[src/rtl/msx_mouse_pkg.sv]
// msx_mouse_pkg: shared types, constants and helpers for the MSX mouse port.
//   nib_state_t : nibble sequencer state (NIB0..NIB3)
//   PORT_RESET  : joystick port idle value (all lines released)
//   SAT_MAX/MIN : 8-bit signed saturation bounds
//   nib_rev     : bit-reversed high or low nibble of a byte
//   sat8        : saturate a 10-bit signed value into 8 bits
package msx_mouse_pkg;

  typedef enum logic [1:0] {
    NIB0 = 2'd0,  // X[7:4]
    NIB1 = 2'd1,  // X[3:0]
    NIB2 = 2'd2,  // Y[7:4]
    NIB3 = 2'd3   // Y[3:0]
  } nib_state_t;

  localparam logic [5:0]        PORT_RESET = 6'h3F;
  localparam logic signed [9:0] SAT_MAX    = 10'sd127;
  localparam logic signed [9:0] SAT_MIN    = -10'sd128;

  // The MSX side expects the nibble MSB on bit0, so the lines are reversed.
  function automatic logic [3:0] nib_rev(input logic [7:0] b, input logic hi);
    logic [3:0] n;
    n = hi ? b[7:4] : b[3:0];
    return {n[0], n[1], n[2], n[3]};
  endfunction

  function automatic logic [7:0] sat8(input logic signed [9:0] v);
    logic [7:0] r;
    if (v > SAT_MAX)      r = 8'h7F;
    else if (v < SAT_MIN) r = 8'h80;
    else                  r = v[7:0];
    return r;
  endfunction

endpackage

[src/rtl/mouse_delta_acc.sv]
// mouse_delta_acc: one saturating 8-bit movement accumulator (one per axis).
//   clk, srst : clock, synchronous active-high reset
//   add_en    : take a new 9-bit delta this cycle
//   delta     : signed 9-bit PS/2 delta
//   neg       : negate the delta before adding (Y axis)
//   clr       : clear the accumulator (applied before any add in the same cycle)
//   acc       : current accumulator value
// Macro MSX_MOUSE_ACCUM_EN: when defined deltas accumulate with saturation;
// when undefined each packet overwrites the accumulator.
module mouse_delta_acc
  import msx_mouse_pkg::*;
(
  input  logic       clk,
  input  logic       srst,
  input  logic       add_en,
  input  logic [8:0] delta,
  input  logic       neg,
  input  logic       clr,
  output logic [7:0] acc
);

  logic [7:0]        acc_reg;
  logic [7:0]        acc_next;
  logic signed [9:0] delta_ext;
  logic signed [9:0] delta_signed;
  logic [7:0]        delta_sat;
  logic [7:0]        base;
`ifdef MSX_MOUSE_ACCUM_EN
  logic signed [9:0] sum;
`endif

  always_comb begin
    // Negating in 10 bits lets -256 become +256 before it saturates to +127.
    delta_ext    = {delta[8], delta};
    delta_signed = neg ? -delta_ext : delta_ext;
    delta_sat    = sat8(delta_signed);
    base         = clr ? 8'h00 : acc_reg;
`ifdef MSX_MOUSE_ACCUM_EN
    sum      = $signed({base[7], base[7], base}) +
               $signed({delta_sat[7], delta_sat[7], delta_sat});
    acc_next = add_en ? sat8(sum) : base;
`else
    acc_next = add_en ? delta_sat : base;
`endif
  end

  always_ff @(posedge clk) begin
    if (srst) acc_reg <= 8'h00;
    else      acc_reg <= acc_next;
  end

  assign acc = acc_reg;

endmodule

[src/rtl/msx_mouse_port.sv]
// msx_mouse_port: MSX mouse protocol engine for joystick port A.
//   clk_sys      : system clock
//   reset        : synchronous active-high reset
//   mouse_strobe : one-cycle pulse, new PS/2 packet on mouse_x/mouse_y
//   mouse_x/y    : signed 9-bit deltas (X right positive, Y up positive)
//   mouse_btn    : {right, left}, active-high
//   joy_in       : joystick A, active-low
//   msx_str      : port strobe, each toggle requests the next nibble
//   port_out     : 6-bit value presented to the core's joystick A input
//   mouse_en     : mouse mode active
// Parameter TIMEOUT_CYCLES: strobe-idle cycles before returning to NIB0.
// Macro MSX_MOUSE_ACCUM_EN (in mouse_delta_acc): accumulate across packets.
module msx_mouse_port
  import msx_mouse_pkg::*;
#(
  parameter int TIMEOUT_CYCLES = 100000
) (
  input  logic       clk_sys,
  input  logic       reset,
  input  logic       mouse_strobe,
  input  logic [8:0] mouse_x,
  input  logic [8:0] mouse_y,
  input  logic [1:0] mouse_btn,
  input  logic [5:0] joy_in,
  input  logic       msx_str,
  output logic [5:0] port_out,
  output logic       mouse_en
);

  localparam int            CW      = $clog2(TIMEOUT_CYCLES + 1);
  localparam logic [CW-1:0] TO_LOAD = CW'(TIMEOUT_CYCLES);
  localparam logic [CW-1:0] TO_ONE  = CW'(1);
  localparam logic [CW-1:0] TO_ZERO = '0;

  nib_state_t    state_reg;
  logic          str_d_reg;
  logic          mouse_en_reg;
  logic [5:0]    port_out_reg;
  logic [3:0]    nib_reg;
  logic [CW-1:0] to_cnt_reg;
  logic [7:0]    snap_x_reg;
  logic [7:0]    snap_y_reg;
  logic [7:0]    acc_x;
  logic [7:0]    acc_y;

  logic          mouse_en_next;
  logic          str_edge;
  logic          nib0_edge;
  logic [3:0]    nib_sel;
  logic [3:0]    nib_next;
  nib_state_t    state_adv;

  mouse_delta_acc u_acc_x (
    .clk    (clk_sys),
    .srst   (reset),
    .add_en (mouse_strobe),
    .delta  (mouse_x),
    .neg    (1'b0),
    .clr    (nib0_edge),
    .acc    (acc_x)
  );

  // MSX counts up as negative Y, so the Y axis is negated on intake.
  mouse_delta_acc u_acc_y (
    .clk    (clk_sys),
    .srst   (reset),
    .add_en (mouse_strobe),
    .delta  (mouse_y),
    .neg    (1'b1),
    .clr    (nib0_edge),
    .acc    (acc_y)
  );

  always_comb begin
    mouse_en_next = mouse_en_reg;
    if (mouse_strobe)          mouse_en_next = 1'b1;
    else if (joy_in != 6'h3F)  mouse_en_next = 1'b0;

    str_edge  = mouse_en_reg && (msx_str != str_d_reg);
    nib0_edge = str_edge && (state_reg == NIB0);

    // NIB0 reads the live accumulator because the snapshot is taken on that edge.
    nib_sel   = nib_rev(acc_x, 1'b1);
    state_adv = NIB1;
    case (state_reg)
      NIB0: begin nib_sel = nib_rev(acc_x, 1'b1);      state_adv = NIB1; end
      NIB1: begin nib_sel = nib_rev(snap_x_reg, 1'b0); state_adv = NIB2; end
      NIB2: begin nib_sel = nib_rev(snap_y_reg, 1'b1); state_adv = NIB3; end
      NIB3: begin nib_sel = nib_rev(snap_y_reg, 1'b0); state_adv = NIB0; end
      default: begin nib_sel = 4'hF;                  state_adv = NIB0; end
    endcase
    nib_next = str_edge ? nib_sel : nib_reg;
  end

  always_ff @(posedge clk_sys) begin
    if (reset) begin
      state_reg    <= NIB0;
      str_d_reg    <= msx_str;
      mouse_en_reg <= 1'b0;
      port_out_reg <= PORT_RESET;
      nib_reg      <= PORT_RESET[3:0];
      to_cnt_reg   <= TO_ZERO;
      snap_x_reg   <= 8'h00;
      snap_y_reg   <= 8'h00;
    end else begin
      str_d_reg    <= msx_str;
      mouse_en_reg <= mouse_en_next;
      nib_reg      <= nib_next;
      port_out_reg <= mouse_en_next ? {~mouse_btn, nib_next} : joy_in;

      if (str_edge)                to_cnt_reg <= TO_LOAD;
      else if (to_cnt_reg != TO_ZERO) to_cnt_reg <= to_cnt_reg - TO_ONE;

      // An edge takes priority over a timeout expiring in the same cycle.
      if (!mouse_en_reg)           state_reg <= NIB0;
      else if (str_edge)           state_reg <= state_adv;
      else if (to_cnt_reg == TO_ONE) state_reg <= NIB0;

      if (nib0_edge) begin
        snap_x_reg <= acc_x;
        snap_y_reg <= acc_y;
      end
    end
  end

  assign port_out = port_out_reg;
  assign mouse_en = mouse_en_reg;

endmodule
[config.mk]
export PLATFORM = sky130hd
export DESIGN_NAME = msx_mouse_port
export DESIGN_NICKNAME = d
export VERILOG_FILES = /design/src/rtl/msx_mouse_pkg.sv /design/src/rtl/mouse_delta_acc.sv /design/src/rtl/msx_mouse_port.sv
export SDC_FILE = /design/constraint.sdc
export NUM_CORES = 1
export LEC_CHECK = 0
export BUFFER_PORTS_ARGS = -buffer_cell sky130_fd_sc_hd__buf_2
export CAP_MARGIN = 20
export CORE_ASPECT_RATIO = 0.7
export CORE_MARGIN = 2
export CORE_UTILIZATION = 55
export DETAILED_ROUTE_END_ITERATION = 12
export HOLD_SLACK_MARGIN = 0.02
export PLACE_DENSITY_LB_ADDON = 0.15
export SETUP_SLACK_MARGIN = 0.1
export SYNTH_ARGS = -nofsm -noshare
export SYNTH_HDL_FRONTEND = slang
export SYNTH_HIERARCHICAL = 1
export SYNTH_SLANG_ARGS = --single-unit
[constraint.sdc]
create_clock -name clk_sys -period 1.95 [get_ports clk_sys]
set_input_delay 0 -clock clk_sys [delete_from_list [all_inputs] [get_ports clk_sys]]
set_output_delay 0 -clock clk_sys [all_outputs]
set_load 0.05 [all_outputs]
# After elaboration in Yosys (flattened, before gate mapping)
# Index checks and enable logic that the tools add are counted.
# totals
latchBits	0
romBits	0
output_inout_bits	7
regBits	59
ram_bits	0
in_bits	30
wordCells	51
memories	0
# classes
n_eq_ne	6
mul	0
n_bitwise	2
shift	0
add_sub_neg	2
mux	17
reduce_logical	9
n_div	0
n_lt_le_gt_ge	4
# ops
cell	n
$mux 8	7
$mux 17	2
$eq 17x1->1 const B	1
$reduce_bool 17->1	1
$sub 17x1->17 const B	1
$pmux 4 s4	1
$gt 10x8->1 const B	1
$lt 10x8->1 const B	1
$neg 9->10	1
$gt 9x8->1 const B	1
$lt 9x8->1 const B	1
$pmux 2 s4	1
$mux 6	1
$ne 6x6->1 const B	1
$reduce_bool 2->1	3
$eq 2x2->1 const B	2
$mux 2	2
$mux 4	1
$reduce_or 2->1	2
$eq 2x1->1 const B	1
$logic_and 1x1->1	2
$logic_not 2->1	1
$mux 1	2
$not 2->2	1
other kinds (2)	2

# Depth between registers and ports, before layout
# depth
ltp_word	5
mapped_depth	8
mapped_depth_nobuf	7

# By module
# The synthesis kept the hierarchy.
# modules_own_cells
module	cells_per_inst	n_inst	area_per_inst_um2	seq_area_each_um2
msx_mouse_port	232	1	2044.5	860.8
mouse_delta_acc (u_acc_y)	71	1	663.1	160.2
mouse_delta_acc (u_acc_x)	72	1	549.3	160.2

# Worst setup path before layout
# OpenSTA, ideal clock, no wires.
# synth_path
path_kind	register to register
start	reg mouse_en_reg, in the netlist mouse_en
end	reg u_acc_y.acc_reg[0], in the netlist u_acc_y/acc[0]
setup_slack_ps	226
t_required_ps	1815
t_arrival_ps	1589
setup_ps	135
stages_incl_launch_ff	7
n_path_buf	1
synth_period_minus_slack_ps	1724
path_cell_list	dfxtp_1 nand3_1 clkbuf_1 inv_1 inv_1 a21oi_1 a211oi_2
# synth_between
elab_chain_cells	3
# synth_rtl
element	line	source
from (decl)	msx_mouse_port.sv:37	logic mouse_en_reg;
from (signal assigned)	msx_mouse_port.sv:107	mouse_en_reg <= mouse_en_next;
$logic_and 1x1->1	msx_mouse_port.sv:79	str_edge = mouse_en_reg && (msx_str != str_d_reg);
$logic_and 1x1->1	msx_mouse_port.sv:80	nib0_edge = str_edge && (state_reg == NIB0);
net nib0_edge	msx_mouse_port.sv:48	logic nib0_edge;
$reduce_bool 2->1 (no line)	--	
to (signal assigned)	mouse_delta_acc.sv:49	else acc_reg <= acc_next;
to (decl)	mouse_delta_acc.sv:22	logic [7:0] acc_reg;
# The timed path passes the listed nets, and every way through them passes these cells.
# A chain may end at the register's enable or synchronous reset.

# Worst setup path in the final report
# layout_path
start	reg mouse_en_reg, in the netlist mouse_en
end	reg port_out_reg[5], in the netlist port_out[5]
# layout_between
elab_chain_cells	3
# layout_rtl
element	line	source
$mux 1	msx_mouse_port.sv:77	else if (joy_in != 6'h3F) mouse_en_next = 1'b0;
$mux 1	msx_mouse_port.sv:76	if (mouse_strobe) mouse_en_next = 1'b1;
$mux 6	msx_mouse_port.sv:109	port_out_reg <= mouse_en_next ? {~mouse_btn, nib_next} : joy_in;
to (signal assigned)	msx_mouse_port.sv:109	
to (decl)	msx_mouse_port.sv:38	logic [5:0] port_out_reg;
# Every way passes these cells.

==> metrics.md <==
| Metric | Value |
|---|---|
| Die W | 96.0 um |
| Max clock buf depth | 2 |
| Final Skew | 0.00761 ns |
| ANT cells | 0 |
| Initial antenna violation count | 0 |
| P&R area growth vs syn | 19.7% |
| Final Hold Vio Count | 0 |
| Worst setup EP type | flop |
| DRC Markers | 0 |
| Synth async-reset ratio | 0 |
| First-pass GRT wire length | 12600 um |
| WS Path Type | reg -> reg |
| CP max stage delay | 0.56 ns |
| IO buf count | 36 |
| H-tree depth | 3 |
| Total CTS buffers | 9 |
| Post-placement cell area | 3520 sq um |
| CP bufs+invs | 1 |
| Max IR drop VDD | 0.000811 V |
| CTS tree | yes |
| Yosys cell types | 64 |
| CP Cell Sequence | nand3_1 > o21bai_1 > a21oi_1 > dlygate4sd3_1 > or2_2 |
| Top_reg_cell synth | dfxtp_1 |
| Congestion Overflow GR | 0 |
| Seq/Total Area, Yosys | 0.363 |
| Final-report setup violation count | 0 |
| Synthesis Warnings | 6 |
| WP data required | 2.17 ns |
| Num ports | 37 |
| Gr usage total | 0.249 |
| Startpoint types | flop |
| # placed instances | 484 |
| Arr. time, crit path | 1.98 ns |
| Final min period | 1.77 ns |
| Drt pass-1 iters | 4 |
| Final Max Slew Viols | 0 |
| Lkg Pwr | 0.00150 uW |
| RSZ-0062 raised after global routing | true |
| Mapped Cells | 375 |
| Tightest Pin Transition | 0.666 ns |
| Gpl congestion | 0.836 |
| Worst-path clk slew | 0.06 ns |
| Slew HR | 0.554 |
| Total Wirelength | 7550 um |
| Largest net degree at the start of global routing | 26 |
| Max Clk Rate | 0.567 GHz |
| Status | complete, no violations |
| Ratio of cells with drive above 1 in the final layout | 0.217 |
| Root Buffer Master | clkbuf_8 |
| Height of the chip | 68.4 um |
| Largest register FFs | 17 |
| Core area | 5730 sq um |
| Fill cells | 481 |
| Max-cap violations | 0 |
| Post-route setup TNS | 0 ns |
| Mean Syn Cell Area | 8.68 sq um |
| Die ar. | 6560 sq um |
| Vias in the first global route | 2691 |
| Final Instance Area | 3900 sq um |
| Synth Cell Area | 3260 sq um |
| Crit path max-delay family | buffers and inverters |
| Fraction of the cycle the final worst path needs | 0.905 |
| Total power | 4450 uW |
| Flop and latch count out of synthesis | 59 |
| Worst-Skew Late Latency | 0.33 ns |
| Clock sink count | 59 |
| Number of synthesized flops with an enable pin | 0 |
| Via-to-Cell Ratio | 5.65 |
| Initial drt markers | 154 |
| Routed via count | 2892 |
| Worst Hold Class | in -> reg |
| # rows | 23 |
| Pwr/cell area | 1140 nW/um^2 |
| HPWL after DPL | 5260 um |
| CP max stage cell | dlygate4sd3_1 |
| Antenna Nets Post-Route | 0 |
| Initial Util | 0.569 |
| Wirelength per Cell | 14.7 um |
| Critical Path Fanout Max | 8 |
| Layout Nets | 472 |
| Final cell count without fillers | 512 |
layout by cell type, fill, tap and decap left out, types with 9 or more instances in the layout:
cell type and count:
nand3_1 20, a211oi_1 11, nand2_1 37, dlygate4sd3_1 12, buf_2 36, nor3_1 10, nor2_1 9, dfxtp_1 57
a21oi_1 46, nand2b_1 15, clkbuf_8 12, o21ai_0 11, inv_1 19, mux2i_1 11
what timing repair did:
action,in CTS,in global routing
endpoints found under the hold margin,10,0
hold buffers,12,0
cloned,0,0
pin swaps,0,2
setup endpoints to repair,2,15
buffers inserted,0,1
resized for setup,3,9
power breakdown:
| group | switching, uW | leakage (uW) | total [uW] | internal (uW) |
|---|---|---|---|---|
| sequential | 245 | 0.000486 | 1650 | 1410 |
| combinational | 1050 | 0.000921 | 1790 | 741 |
| clock | 454 | 0.0000953 | 1010 | 554 |
| total | 1750 | 0.00150 | 4450 | 2700 |
worst min-delay path, cell delays in order:
cell and delay, ns:
buf_2 0.13, xor2_1 0.07, nand2_1 0.07, a211oi_2 0.06
path summary, 6_finish.rpt:
kind	startpoint	endpoint	slack (ns)	cells after the start
setup / recovery	mouse_en	port_out[5]	0.18	5
hold / removal	mouse_y[6]	u_acc_y/acc[6]	0.06	4
hold reg to reg	snap_y_reg[7]	snap_y_reg[7]	0.46	2
setup reg to reg	mouse_en	port_out[5]	0.18	5
kinds of logic after synthesis:
family	synth area share
simple gates	0.244
fa+ha+maj	0.0346
mux	0.0338
flops	0.363
buf+inv	0.0473
xor+xnor	0.0373
compound gates	0.238
other cells	0.00231
layer usage:
metal / global-route usage / part of all wire / vias to the layer above / routed length [um]
met1: 0.353 / 0.50 / 1348 / 3770
met2: 0.384 / 0.45 / 58 / 3360
met4: 0.0518 / 0.0056 / 0 / 42
met5: 0 / 0 / - / 0
li1: - / - / 1482 / -
met3: 0.0661 / 0.049 / 4 / 369
cell usage after synthesis (all sizes together) (7+ instances only):
master,count,share of area
nor3,12,0.023
o21ai,11,0.017
a31oi,7,0.023
dfxtp,59,0.36
nand2b,15,0.029
nand3,20,0.031
mux2i,11,0.034
a21oi,46,0.071
ha,9,0.035
inv,19,0.022
nand2,38,0.045
xnor2,8,0.024
a211oi,19,0.056
clkbuf,8,0.012
nor2,9,0.010
stage by stage:
step / hold WS (ns) / setup slack [ns] / util
after floorplan: 0.0277 / 0.226 / -
after global placement: 0.131 / 0.206 / 0.615
after detailed placement: 0.134 / 0.0192 / 0.615
after CTS: 0.0262 / 0.113 / 0.669
after global routing: 0.0701 / 0.0429 / 0.681
final: 0.0554 / 0.185 / 0.681
final cells by class:
cell class              instances  area [sq um]  area share
flip-flops and latches         59          1180       0.303
repair buffers                 56           373      0.0956
inverters                      19          71.3      0.0183
multi-input cells             288          2000       0.513
clock inverters                 2          10.0     0.00257
well taps                      75          93.8      0.0241
clock buffers                  13           169      0.0433
Note: power is estimated with default switching activity, not from simulation.
